## src/rtl/mips_pipe_pkg.sv

```systemverilog
// Shared types and forwarding encodings for the MIPS pipeline hazard logic.
package mips_pipe_pkg;

    typedef enum logic [1:0] {
        IDLE = 2'b00,
        WAIT = 2'b01,
        DONE = 2'b10,
        ERR  = 2'b11
    } hz_state_t;

    localparam logic [1:0] FWD_RF = 2'b00;
    localparam logic [1:0] FWD_W  = 2'b01;
    localparam logic [1:0] FWD_M  = 2'b10;

    // M stage wins over W so the youngest producer supplies the operand; $0 is never forwarded.
    function automatic logic [1:0] fwdSel(
        input logic [4:0] src,
        input logic [4:0] dstM,
        input logic       wrM,
        input logic [4:0] dstW,
        input logic       wrW
    );
        logic [1:0] sel;
        sel = FWD_RF;
        if ((src != 5'd0) && (src == dstM) && wrM) begin
            sel = FWD_M;
        end else if ((src != 5'd0) && (src == dstW) && wrW) begin
            sel = FWD_W;
        end else begin
            sel = FWD_RF;
        end
        return sel;
    endfunction

endpackage

```

## src/rtl/hazard_mem_fsm.sv

```systemverilog
// Data-memory handshake sequencer: raises dmem_req and holds the pipe until ack,
// or latches a permanent error once the access has waited TIMEOUT cycles.
module hazard_mem_fsm
    import mips_pipe_pkg::*;
#(
    parameter int TIMEOUT = 64
) (
    input  logic clk,
    input  logic reset,
    input  logic access,
    input  logic dmemAck,
    output logic memStall,
    output logic dmemReq,
    output logic memErr
);

    localparam int WCW = $clog2(TIMEOUT + 1);

    hz_state_t        state_r;
    logic [WCW-1:0]   waitCnt_r;
    logic             memErr_r;

    // Handshake state, wait-cycle counter and sticky error flag.
    always_ff @(posedge clk or negedge reset) begin
        if (!reset) begin
            state_r   <= IDLE;
            waitCnt_r <= '0;
            memErr_r  <= 1'b0;
        end else begin
            case (state_r)
                IDLE: begin
                    if (access) begin
                        state_r   <= WAIT;
                        waitCnt_r <= '0;
                    end else begin
                        state_r   <= IDLE;
                    end
                end
                WAIT: begin
                    if (dmemAck) begin
                        state_r <= DONE;
                    end else if (waitCnt_r == WCW'(TIMEOUT - 1)) begin
                        state_r  <= ERR;
                        memErr_r <= 1'b1;
                    end else begin
                        waitCnt_r <= waitCnt_r + WCW'(1);
                    end
                end
                DONE: begin
                    state_r <= IDLE;
                end
                ERR: begin
                    state_r  <= ERR;
                    memErr_r <= 1'b1;
                end
                default: begin
                    state_r <= IDLE;
                end
            endcase
        end
    end

    assign memStall = (access && ((state_r == IDLE) || (state_r == WAIT))) || (state_r == ERR);
    // Gated by reset so a request aborted mid-WAIT drops immediately, without a clock.
    assign dmemReq  = memStall && (state_r != ERR) && reset;
    assign memErr   = memErr_r;

endmodule

```

## src/rtl/hazard_ctrl.sv

```systemverilog
// Pipeline hazard controller: forwarding selects, load-use/branch stalls, E flush,
// memory-access freeze and a saturating stall-cycle counter.
module hazard_ctrl
    import mips_pipe_pkg::*;
#(
    parameter int TIMEOUT = 64,
    parameter int CNT_W   = 16
) (
    input  logic             clk,
    input  logic             reset,
    input  logic [4:0]       rsD,
    input  logic [4:0]       rtD,
    input  logic [4:0]       rsE,
    input  logic [4:0]       rtE,
    input  logic [4:0]       writeregE,
    input  logic [4:0]       writeregM,
    input  logic [4:0]       writeregW,
    input  logic             regwriteE,
    input  logic             regwriteM,
    input  logic             regwriteW,
    input  logic             memtoregE,
    input  logic             memtoregM,
    input  logic             memwriteM,
    input  logic             branchD,
    input  logic             dmem_ack,
    input  logic             cnt_clr,
    output logic             stallF,
    output logic             stallD,
    output logic             flushE,
    output logic             stallE,
    output logic             stallM,
    output logic             flushW,
    output logic             forwardAD,
    output logic             forwardBD,
    output logic [1:0]       forwardAE,
    output logic [1:0]       forwardBE,
    output logic             dmem_req,
    output logic             mem_err,
    output logic [CNT_W-1:0] stall_cnt
);

    logic lwStall_s;
    logic brStall_s;
    logic memStall_s;
    logic access_s;
    logic frontStall_s;
    logic [CNT_W-1:0] stallCnt_r;

    assign forwardAE = fwdSel(rsE, writeregM, regwriteM, writeregW, regwriteW);
    assign forwardBE = fwdSel(rtE, writeregM, regwriteM, writeregW, regwriteW);
    assign forwardAD = (rsD != 5'd0) && (rsD == writeregM) && regwriteM;
    assign forwardBD = (rtD != 5'd0) && (rtD == writeregM) && regwriteM;

    assign lwStall_s = memtoregE && ((rtE == rsD) || (rtE == rtD));
    assign brStall_s = branchD &&
                       ((regwriteE && ((writeregE == rsD) || (writeregE == rtD))) ||
                        (memtoregM && ((writeregM == rsD) || (writeregM == rtD))));
    assign access_s  = memtoregM || memwriteM;

    hazard_mem_fsm #(
        .TIMEOUT (TIMEOUT)
    ) u_memFsm (
        .clk      (clk),
        .reset    (reset),
        .access   (access_s),
        .dmemAck  (dmem_ack),
        .memStall (memStall_s),
        .dmemReq  (dmem_req),
        .memErr   (mem_err)
    );

    assign frontStall_s = lwStall_s || brStall_s || memStall_s;
    assign stallF = frontStall_s;
    assign stallD = frontStall_s;
    assign stallE = memStall_s;
    assign stallM = memStall_s;
    assign flushW = memStall_s;
    // While memory freezes the pipe, E must hold its instruction rather than take a bubble.
    assign flushE = (lwStall_s || brStall_s) && !memStall_s;

    // Saturating count of front-end stall cycles; clear takes priority.
    always_ff @(posedge clk or negedge reset) begin
        if (!reset) begin
            stallCnt_r <= '0;
        end else if (cnt_clr) begin
            stallCnt_r <= '0;
        end else if (frontStall_s && (stallCnt_r != {CNT_W{1'b1}})) begin
            stallCnt_r <= stallCnt_r + CNT_W'(1);
        end else begin
            stallCnt_r <= stallCnt_r;
        end
    end

    assign stall_cnt = stallCnt_r;

endmodule

```

## config.mk

```make
export PLATFORM = sky130hd
export DESIGN_NAME = hazard_ctrl
export DESIGN_NICKNAME = d
export VERILOG_FILES = /design/src/rtl/mips_pipe_pkg.sv /design/src/rtl/hazard_mem_fsm.sv /design/src/rtl/hazard_ctrl.sv
export SDC_FILE = /design/constraint.sdc
export NUM_CORES = 1
export LEC_CHECK = 0
export CORE_UTILIZATION = 46
export CTS_BUF_LIST = sky130_fd_sc_hd__clkbuf_16
export DETAILED_ROUTE_END_ITERATION = 6
export PLACE_DENSITY = 0.81
export SLEW_MARGIN = 10
export SYNTH_ARGS = -nofsm -noshare
export SYNTH_HDL_FRONTEND = slang
export SYNTH_HIERARCHICAL = 1
export SYNTH_SLANG_ARGS = --single-unit
```

## constraint.sdc

```tcl
create_clock -name clk -period 2.75 [get_ports clk]
set_input_delay 0.6875 -clock clk [delete_from_list [all_inputs] [get_ports clk]]
set_output_delay 0.6875 -clock clk [all_outputs]
set_load 0.1 [all_outputs]
```

; After elaboration in Yosys (flattened, before gate mapping)
; Index checks and enable logic that the tools add are counted.
[op_classes]
addsub = 2
mul = 0
div = 0
order_cmp = 0
eq_ne = 23
n_shift = 0
muxes = 17
bitwise_logic = 0
reduce_logical = 41
[ops]
columns = cell, count
row1 = 5-bit == test, 12
row2 = 16-bit 2-to-1 mux, 2
row3 = 1-bit logical AND, 21
row4 = 7-bit 2-to-1 mux, 3
row5 = 5-bit nonzero test, 4
row6 = "16-bit by 1-bit adder with 16-bit output, second input constant", 1
row7 = "16-bit inequality test, second input constant", 1
row8 = 7-bit case mux with 2 select lines, 1
row9 = 1-bit logical OR, 9
row10 = 2-bit 2-to-1 mux, 4
row11 = 2-bit case mux with 4 select lines, 1
row12 = "7-bit by 1-bit adder with 7-bit output, second input constant", 1
row13 = "7-bit by 6-bit == test with 1-bit output, second input constant", 1
row14 = "2-bit inequality test, second input constant", 3
row15 = 2-bit nonzero test, 3
row16 = 1-bit 2-to-1 mux, 5
row17 = "2-bit == test, second input constant", 2
row18 = "2-bit by 1-bit inequality test with 1-bit output, second input constant", 2
row19 = 4-bit AND reduction, 1
row20 = "3-bit by 2-bit inequality test with 1-bit output, second input constant", 1
row21 = 3-bit AND reduction, 1
row22 = "2-bit by 1-bit == test with 1-bit output, second input constant", 1
row23 = 2-bit zero test, 1
row24 = 1-bit case mux with 2 select lines, 1
row25 = 1-bit zero test, 1
[totals]
regBits = 26
latch_bits = 0
ramBits = 0
rom_bits = 0
in_bits = 46
out_inout_bits = 30
word_cells = 87
mem_count = 0

; Logic depth before layout (Yosys ltp)
; Gate-level depths: netlist of run 1.
[logic_depth]
ltp_word = 10
ltp_mapped = 10
depth_no_buf = 8

; By module
; Netlist of run 1, hierarchy kept.
[by_module_without_submodules]
columns = module, instances, cells_each, area_per_inst_um2
row1 = hazard_ctrl, 1, 200, 1631.6
row2 = hazard_mem_fsm, 1, 60, 570.5

; Worst setup path before layout of run 1
; OpenSTA, ideal clock, no wires.
[synth_timing]
path_type = input-to-output
startpoint = input port rtE[2]
endpoint = output port forwardBE[0]
arrival_ns = 6.074
t_required_ns = 2.062
setup_slack_ns = -4.011
stages = 5
path_cell_list = clkbuf_1 or4_1 nor2_1 nor4_1 nor4_1
[synth_via]
elab_chain_len = 5
elab_cells_between_ends = 9
cone_classes = eq/ne: 2 / mux: 2 / reduce/logical: 5
[synth_rtl]
columns = item, line
row1 = "start, declared", hazard_ctrl.sv:14  ; input logic [4:0] rtE,
row2 = 5-bit == test or 5-bit nonzero test (tied branches), "mips_pipe_pkg.sv:27, mips_pipe_pkg.sv:25"
row3 = 1-bit logical AND (2 in series), mips_pipe_pkg.sv:27  ; end else if ((src != 5'd0) && (src == dstW) && wrW) begin
row4 = 1-bit 2-to-1 mux, mips_pipe_pkg.sv:27
row5 = 2-bit 2-to-1 mux (*), mips_pipe_pkg.sv:25  ; if ((src != 5'd0) && (src == dstM) && wrM) begin
row6 = "end, declared", hazard_ctrl.sv:36  ; output logic [1:0] forwardBE,
; Mark *: on every way between the ends. The rest lies on a longest branch, timed or not.

; Worst setup path in the final report of run 1
[layout_timing]
startpoint = input port rtD[0]
endpoint = output port stallF
[layout_via]
elab_chain_len = 7
elab_cells_between_ends = 13
cone_classes = eq/ne: 3 / reduce/logical: 10
[layout_rtl]
columns = item, line
row1 = "start, declared", hazard_ctrl.sv:12  ; input logic [4:0] rtD,
row2 = 5-bit == test (on tied branches), "hazard_ctrl.sv:56, hazard_ctrl.sv:57"
row3 = 1-bit logical OR (on tied branches), "hazard_ctrl.sv:56, hazard_ctrl.sv:57"
row4 = 1-bit logical AND (on tied branches), "hazard_ctrl.sv:56, hazard_ctrl.sv:57"
row5 = 1-bit logical OR, hazard_ctrl.sv:56  ; ((regwriteE && ((writeregE == rsD) || (writeregE == rtD))) ||
row6 = 1-bit logical AND, hazard_ctrl.sv:55  ; assign brStall_s = branchD &&
row7 = 1-bit logical OR (*) (2 in series), hazard_ctrl.sv:72  ; assign frontStall_s = lwStall_s || brStall_s || memStall_s;
row8 = "end, declared", hazard_ctrl.sv:27  ; output logic stallF,
; Marks and branches as above.

==> flow_metrics.env, run 1 <==
export IMPL_status="finished, violations left"
export IMPL_violations="DRC, setup timing"
export IMPL_cts_buffers=3
export IMPL_synth_edf_count=0
export IMPL_antenna_found_initial=0
export IMPL_finalSetupViolCount=2
export IMPL_vias=2376
export IMPL_whs_ns=0.478
export IMPL_syn_inst=260
export IMPL_cts_tree="built"
export IMPL_worst_slack_ns=-0.0142
export IMPL_post_synth_top_area_cell="dfrtp_1"
export IMPL_io_buffers=75
export IMPL_rows=24
export IMPL_hp_class="reg -> reg"
export IMPL_wl_mm=6.42
export IMPL_synth_yosys_seq_area_share=0.295
export IMPL_fp_dieArea_um2=5070
export IMPL_r2r_start="stall_cnt[2]"
export IMPL_die_y_um=71.2
export IMPL_clock_path_buffers=2
export IMPL_dpl_cell_area_um2=3510
export IMPL_cp_end_kind="output port"
export IMPL_cp_cell_sequence="buf_6, xor2_1, nor3_2, and3_4, o31ai_4, and2_4, clkinvlp_4, buf_12"
export IMPL_yosys_top_cells_area="dfrtp_1 30%, xnor2_1 15%, xor2_1 5.6%"
export IMPL_tightest_slew_ns=0.370
export IMPL_syn_nets=308
export IMPL_via_per_inst=5.60
export IMPL_ff2ff_setup_slack_ns=0.42
export IMPL_grt_pass1_vias=2401
export IMPL_grt_util_all_layers=0.259
export IMPL_vdd_drop_max_mv=0.190
export IMPL_fin_skew_ns=0.00599
export IMPL_clkTransAtPathRegs_ns=0.06
export IMPL_start_util=0.492
export IMPL_cap_viol_max_count=0
export IMPL_max_stage_delay_ns=0.26
export IMPL_fillers=268
export IMPL_ys_flop_type="dfrtp_1"
export IMPL_detail_route_antenna_nets=0
export IMPL_place_congestion=0.908
export IMPL_yosys_area_top_type_share=0.295
export IMPL_avgSynthCellArea_um2=8.47
export IMPL_required_ns=2.06
export IMPL_pin_count=76
export IMPL_overflow=0
export IMPL_slew_headroom=0.751
export IMPL_mostFrequentLayoutCells="60 x buf_4, 29 x xnor2_1, 26 x dfrtp_1"
export IMPL_critical_path_arrival_ns=2.08
export IMPL_drive_gt1_frac=0.425
export IMPL_start_kind="input pin"
export IMPL_clockRootBuffer="clkbuf_16"
export IMPL_first_pass_iters=7
export IMPL_wl_per_cell_um=15.1
export IMPL_fin_nets=421
export IMPL_insertion_delay_ns=0.26
export IMPL_synthesis_area_um2=2200
export IMPL_synth_distinct_cells=47
export IMPL_multi_input_area_um2=1730
export IMPL_drt_iter0_drc=202
export IMPL_drc=2
export IMPL_fp_dieW_um=71.2
export IMPL_yosys_warnings=6
export IMPL_period_needed_ns=2.76
export IMPL_clock_sinks=26
export IMPL_path_class="in -> out"
export IMPL_final_common_cell="buf_4"
export IMPL_crit_slowest_cell="o31ai_4"
export IMPL_postLayoutCellArea_um2=3720
export IMPL_syn_to_final_growth_pct=68.9
export IMPL_fmax_ghz=0.362
export IMPL_coreArea_um2=4470
export IMPL_p_leak_nw=1.53
export IMPL_regArea_um2=651
export IMPL_h_tree_depth=1
export IMPL_ys_seq_elements=26
export IMPL_dp_hpwl_mm=4.81
export IMPL_drv_slew=0
export IMPL_critPathLaunch="rtD[0]"
export IMPL_antenna_cells=0
export IMPL_grt_max_degree=27
export IMPL_period_share=1.01
export IMPL_async_flop_share=1.00
export IMPL_critPathMaxFanout=3
export IMPL_grt_pass1_wl_mm=10.5
export IMPL_rsz0062_at_grt="true"
export IMPL_cellPowerDensity_nw_per_um2=284
export IMPL_worstHoldStart="u_memFsm/memErr"
export IMPL_hold_violations=0
==> synth_stat cells (all sizes together) (2+ instances only) <==
cell type,count
a21oi,14
and2,2
and3,2
buf,9
clkbuf,4
dfrtp,26
ha,2
inv,6
mux2,5
nand2,21
nand2b,7
nand3,10
nand4,14
nor2,21
nor2b,4
nor3,6
nor3b,3
nor4,6
o21ai,10
o22ai,2
o31ai,8
or2,3
or3,2
or4,10
xnor2,37
xor2,14
==> layout make-up <==
class | count | area share
clock inverter | 1 | 0.00101
tap | 52 | 0.0175
timing repair buffer | 121 | 0.315
clock buffer | 3 | 0.0202
sequential | 26 | 0.175
inverter | 6 | 0.00707
multi-input combinational | 215 | 0.464
==> registers in the layout, summed over array words and instances (netlist names) <==
signal	cells
u_memFsm/state_r	2
u_memFsm/waitCnt_r	7
stall_cnt	16
u_memFsm/memErr	1
==> metal layers <==
layer  track usage  up-vias  wire, um
li1              -     1156         -
met1         0.309     1104      2650
met2         0.487      106      3340
met3        0.0242       10       317
met4        0.0778        0       108
met5             0        -         0
==> worst max-delay path, delay by kind of cell <==
family                 cells  cell delay (ns)
buffers and inverters      3             0.45
XOR/XNOR                   1             0.22
AO/OA/AOI/OAI              1             0.26
AND/OR/NAND/NOR            3             0.44
==> path summary, 6_finish.rpt <==
| path | endpoint | cells after the start |
|---|---|---|
| min in group asynchronous | stall_cnt[2] | 2 |
| worst min register to register | u_memFsm/memErr | 2 |
| worst max-delay path | stallF | 8 |
| max in group asynchronous | u_memFsm/waitCnt_r[1] | 2 |
| worst max register to register | stall_cnt[11] | 6 |
| worst min-delay path | u_memFsm/memErr | 2 |
==> power breakdown <==
group	switching, mW	leakage (nW)	total, mW	internal, mW
clock	0.122	0.0385	0.316	0.194
combinational	0.174	1.16	0.344	0.170
sequential	0.00736	0.335	0.395	0.387
==> what timing repair did <==
item,CTS,global route
gates resized for setup,138,29
setup endpoints to repair,19,7
gates cloned,0,0
pin swaps,30,27
setup buffers,3,1
hold buffers,0,0
==> kinds of logic after synthesis <==
group	Yosys count	synth area share
AOI/OAI and AO/OA	42	0.126
DFF	26	0.295
and+or+nand+nor	115	0.294
muxes	5	0.0256
buffers and inverters	19	0.0449
xor gates and xnor gates	51	0.203
adders and majority gates	2	0.0114
==> per-stage QoR <==
| stage | setup slack, ns | total power [mW] | utilization | cells | TNS, ns |
|---|---|---|---|---|---|
| after floorplan | -0.688 | 0.559 | - | 260 | -2.02 |
| after global placement | -0.466 | 0.717 | 0.785 | 416 | -6.63 |
| after detailed placement | -0.525 | 0.723 | 0.785 | 416 | -7.80 |
| after CTS | -0.0471 | 1.04 | 0.810 | 423 | -0.0471 |
| after global routing | -0.0709 | 1.10 | 0.831 | 424 | -0.160 |
| final | -0.0142 | 1.06 | 0.831 | 424 | -0.0282 |
Note: power is estimated with default switching activity, not from simulation.
==> run 2, diff against run 1 <==
--- a/config.mk
+++ b/config.mk
@@ -9,6 +9,7 @@
 export CTS_BUF_LIST = sky130_fd_sc_hd__clkbuf_16
 export DETAILED_ROUTE_END_ITERATION = 6
 export PLACE_DENSITY = 0.81
+export RECOVER_POWER = 50
 export SLEW_MARGIN = 10
 export SYNTH_ARGS = -nofsm -noshare
 export SYNTH_HDL_FRONTEND = slang
==> constraint.sdc (replaced) <==
create_clock -name clk -period 2.75 [get_ports clk]
set_input_delay 0.275 -clock clk [delete_from_list [all_inputs] [get_ports clk]]
set_output_delay 0.275 -clock clk [all_outputs]
set_load 0.005 [all_outputs]
==> run 2 against run 1 <==
  * The run ends with DRC left
  * Final area fell by 16%
  * Sequential share of layout area rose by 3.3 points
  * First-iteration DRC count rose by 5.4%
  * Clock power rose by 3%
  * Non-clock buffer count fell by 36
  * Highest routed layer unchanged
  * Cell count fell by 8.5%
  * Utilization fell by 13 points
  * Global-route usage fell by 1.9 points
  * Largest cell class unchanged
  * Critical path depth did not move
==> flow_metrics.env, run 2 (synthesis gave the netlist of run 1 again) <==
export IMPL_crit_slowest_cell="clkdlybuf4s50_1"
export IMPL_via_per_inst=5.78
export IMPL_clock_path_buffers=2
export IMPL_drc=4
export IMPL_antenna_cells=0
export IMPL_start_util=0.492
export IMPL_syn_to_final_growth_pct=42.2
export IMPL_period_share=0.960
export IMPL_grt_max_degree=27
export IMPL_coreArea_um2=4470
export IMPL_detail_route_antenna_nets=0
export IMPL_wl_per_cell_um=15.1
export IMPL_finalSetupViolCount=0
export IMPL_critical_path_arrival_ns=2.36
export IMPL_tightest_slew_ns=1.42
export IMPL_ff2ff_setup_slack_ns=0.52
export IMPL_clkTransAtPathRegs_ns=0.06
export IMPL_slew_headroom=0.0553
export IMPL_fin_skew_ns=0.00245
export IMPL_critPathMaxFanout=7
export IMPL_fmax_ghz=0.379
export IMPL_pin_count=76
export IMPL_finalPower_mw=0.954
export IMPL_cp_end_kind="output port"
export IMPL_grt_pass1_wl_mm=9.64
export IMPL_grt_pass1_vias=2091
export IMPL_mostFrequentLayoutCells="59 x clkdlybuf4s50_1, 37 x xnor2_1, 26 x dfrtp_1"
export IMPL_required_ns=2.48
export IMPL_clockRootBuffer="clkbuf_16"
export IMPL_grt_util_all_layers=0.240
export IMPL_hp_class="reg -> reg"
export IMPL_overflow=0
export IMPL_insertion_delay_ns=0.26
export IMPL_clock_sinks=26
export IMPL_largest_reg_flops=16
export IMPL_period_needed_ns=2.64
export IMPL_violations="DRC"
export IMPL_cap_viol_max_count=0
export IMPL_cellPowerDensity_nw_per_um2=305
export IMPL_max_stage_delay_ns=0.60
export IMPL_first_pass_iters=7
export IMPL_wl_mm=5.86
export IMPL_drive_gt1_frac=0.0952
export IMPL_final_common_cell="clkdlybuf4s50_1"
export IMPL_status="finished, violations left"
export IMPL_dp_hpwl_mm=4.66
export IMPL_vdd_drop_max_mv=0.201
export IMPL_postLayoutCellArea_um2=3130
export IMPL_cts_buffers=3
export IMPL_die_y_um=71.2
export IMPL_rows=24
export IMPL_place_congestion=0.874
export IMPL_cts_tree="built"
export IMPL_cp_common_cell="clkdlybuf4s50_1"
export IMPL_hold_violations=0
export IMPL_h_tree_depth=1
export IMPL_dpl_cell_area_um2=3020
export IMPL_path_class="in -> out"
export IMPL_fp_dieArea_um2=5070
export IMPL_drt_iter0_drc=213
export IMPL_whs_ns=0.469
export IMPL_hold_buffers=0
export IMPL_antenna_found_initial=0
export IMPL_fillers=361
export IMPL_drv_slew=0
export IMPL_p_leak_nw=1.21
export IMPL_fin_nets=385
export IMPL_start_kind="input pin"
export IMPL_cp_cell_sequence="clkdlybuf4s50_1, xnor2_1, nand4_1, o22ai_2, o31ai_4, and2_4, inv_1, clkdlybuf4s50_1"
export IMPL_fp_dieW_um=71.2
export IMPL_vias=2244
export IMPL_io_buffers=75
run 2: changes by cell type in the layout (fill, tap and decap cells not counted), moves of 6 or more:
cell             before  now
xnor2_1              29   37
buf_12               13    0
buf_4                60    9
xnor2_2               8    0
buf_2                 6    0
clkdlybuf4s50_1      11   59
buf_6                18    0
dlygate4sd3_1         0   10
nor2_1               13   20
run 2: metrics by stage:
step	std cells	setup TNS, ns	setup WS, ns	util
after floorplan	260	0	0.804	-
after detailed placement	384	0	0.0941	0.674
after CTS	388	0	0.0976	0.692
after global routing	388	-0.0204	-0.0198	0.700
final	388	0	0.111	0.700
after global placement	384	0	0.126	0.674
run 2: power by group:
group | total, mW | switching (mW) | internal [mW]
sequential | 0.394 | 0.00680 | 0.387
combinational | 0.236 | 0.106 | 0.130
clock | 0.324 | 0.129 | 0.195
run 2: layout make-up:
class / instances / area [um^2] / area share
multi-input cells: 215 / 1480 / 0.472
repair buffers: 85 / 837 / 0.267
flip-flops and latches: 26 / 651 / 0.208
clock buffers: 3 / 75.1 / 0.0240
well taps: 52 / 65.1 / 0.0208
inverters: 6 / 22.5 / 0.00719
clock inverters: 1 / 3.75 / 0.00120
run 2: per-layer routing:
| metal | global-route usage | vias up | wire length, um |
|---|---|---|---|
| li1 | - | 1089 | - |
| met1 | 0.329 | 1069 | 2690 |
| met5 | 0 | - | 0 |
| met4 | 0.0578 | 0 | 59 |
| met2 | 0.393 | 80 | 2760 |
| met3 | 0.0442 | 6 | 352 |
run 2: what timing repair did:
action                                  in CTS  in global routing
buffers inserted                             0                  0
gates resized for setup                      0                 11
endpoints found under the setup margin       0                  5
run 2: worst max-delay path: cells and delay by family:
kind                      cells  cell delay (ns)
buffers and inverters         3             1.28
xor gates and xnor gates      1             0.16
AOI/OAI and AO/OA             2             0.36
and+or+nand+nor               2             0.30
run 2: path summary, 6_finish.rpt:
check,startpoint,end,cells after the start
setup / recovery,rtD[1],stallF,8
hold reg to reg,u_memFsm/memErr,u_memFsm/memErr,2
max in group asynchronous,reset,stall_cnt[3],2
min in group asynchronous,reset,stall_cnt[0],2
setup reg to reg,stall_cnt[2],stall_cnt[11],6
hold / removal,u_memFsm/memErr,u_memFsm/memErr,2
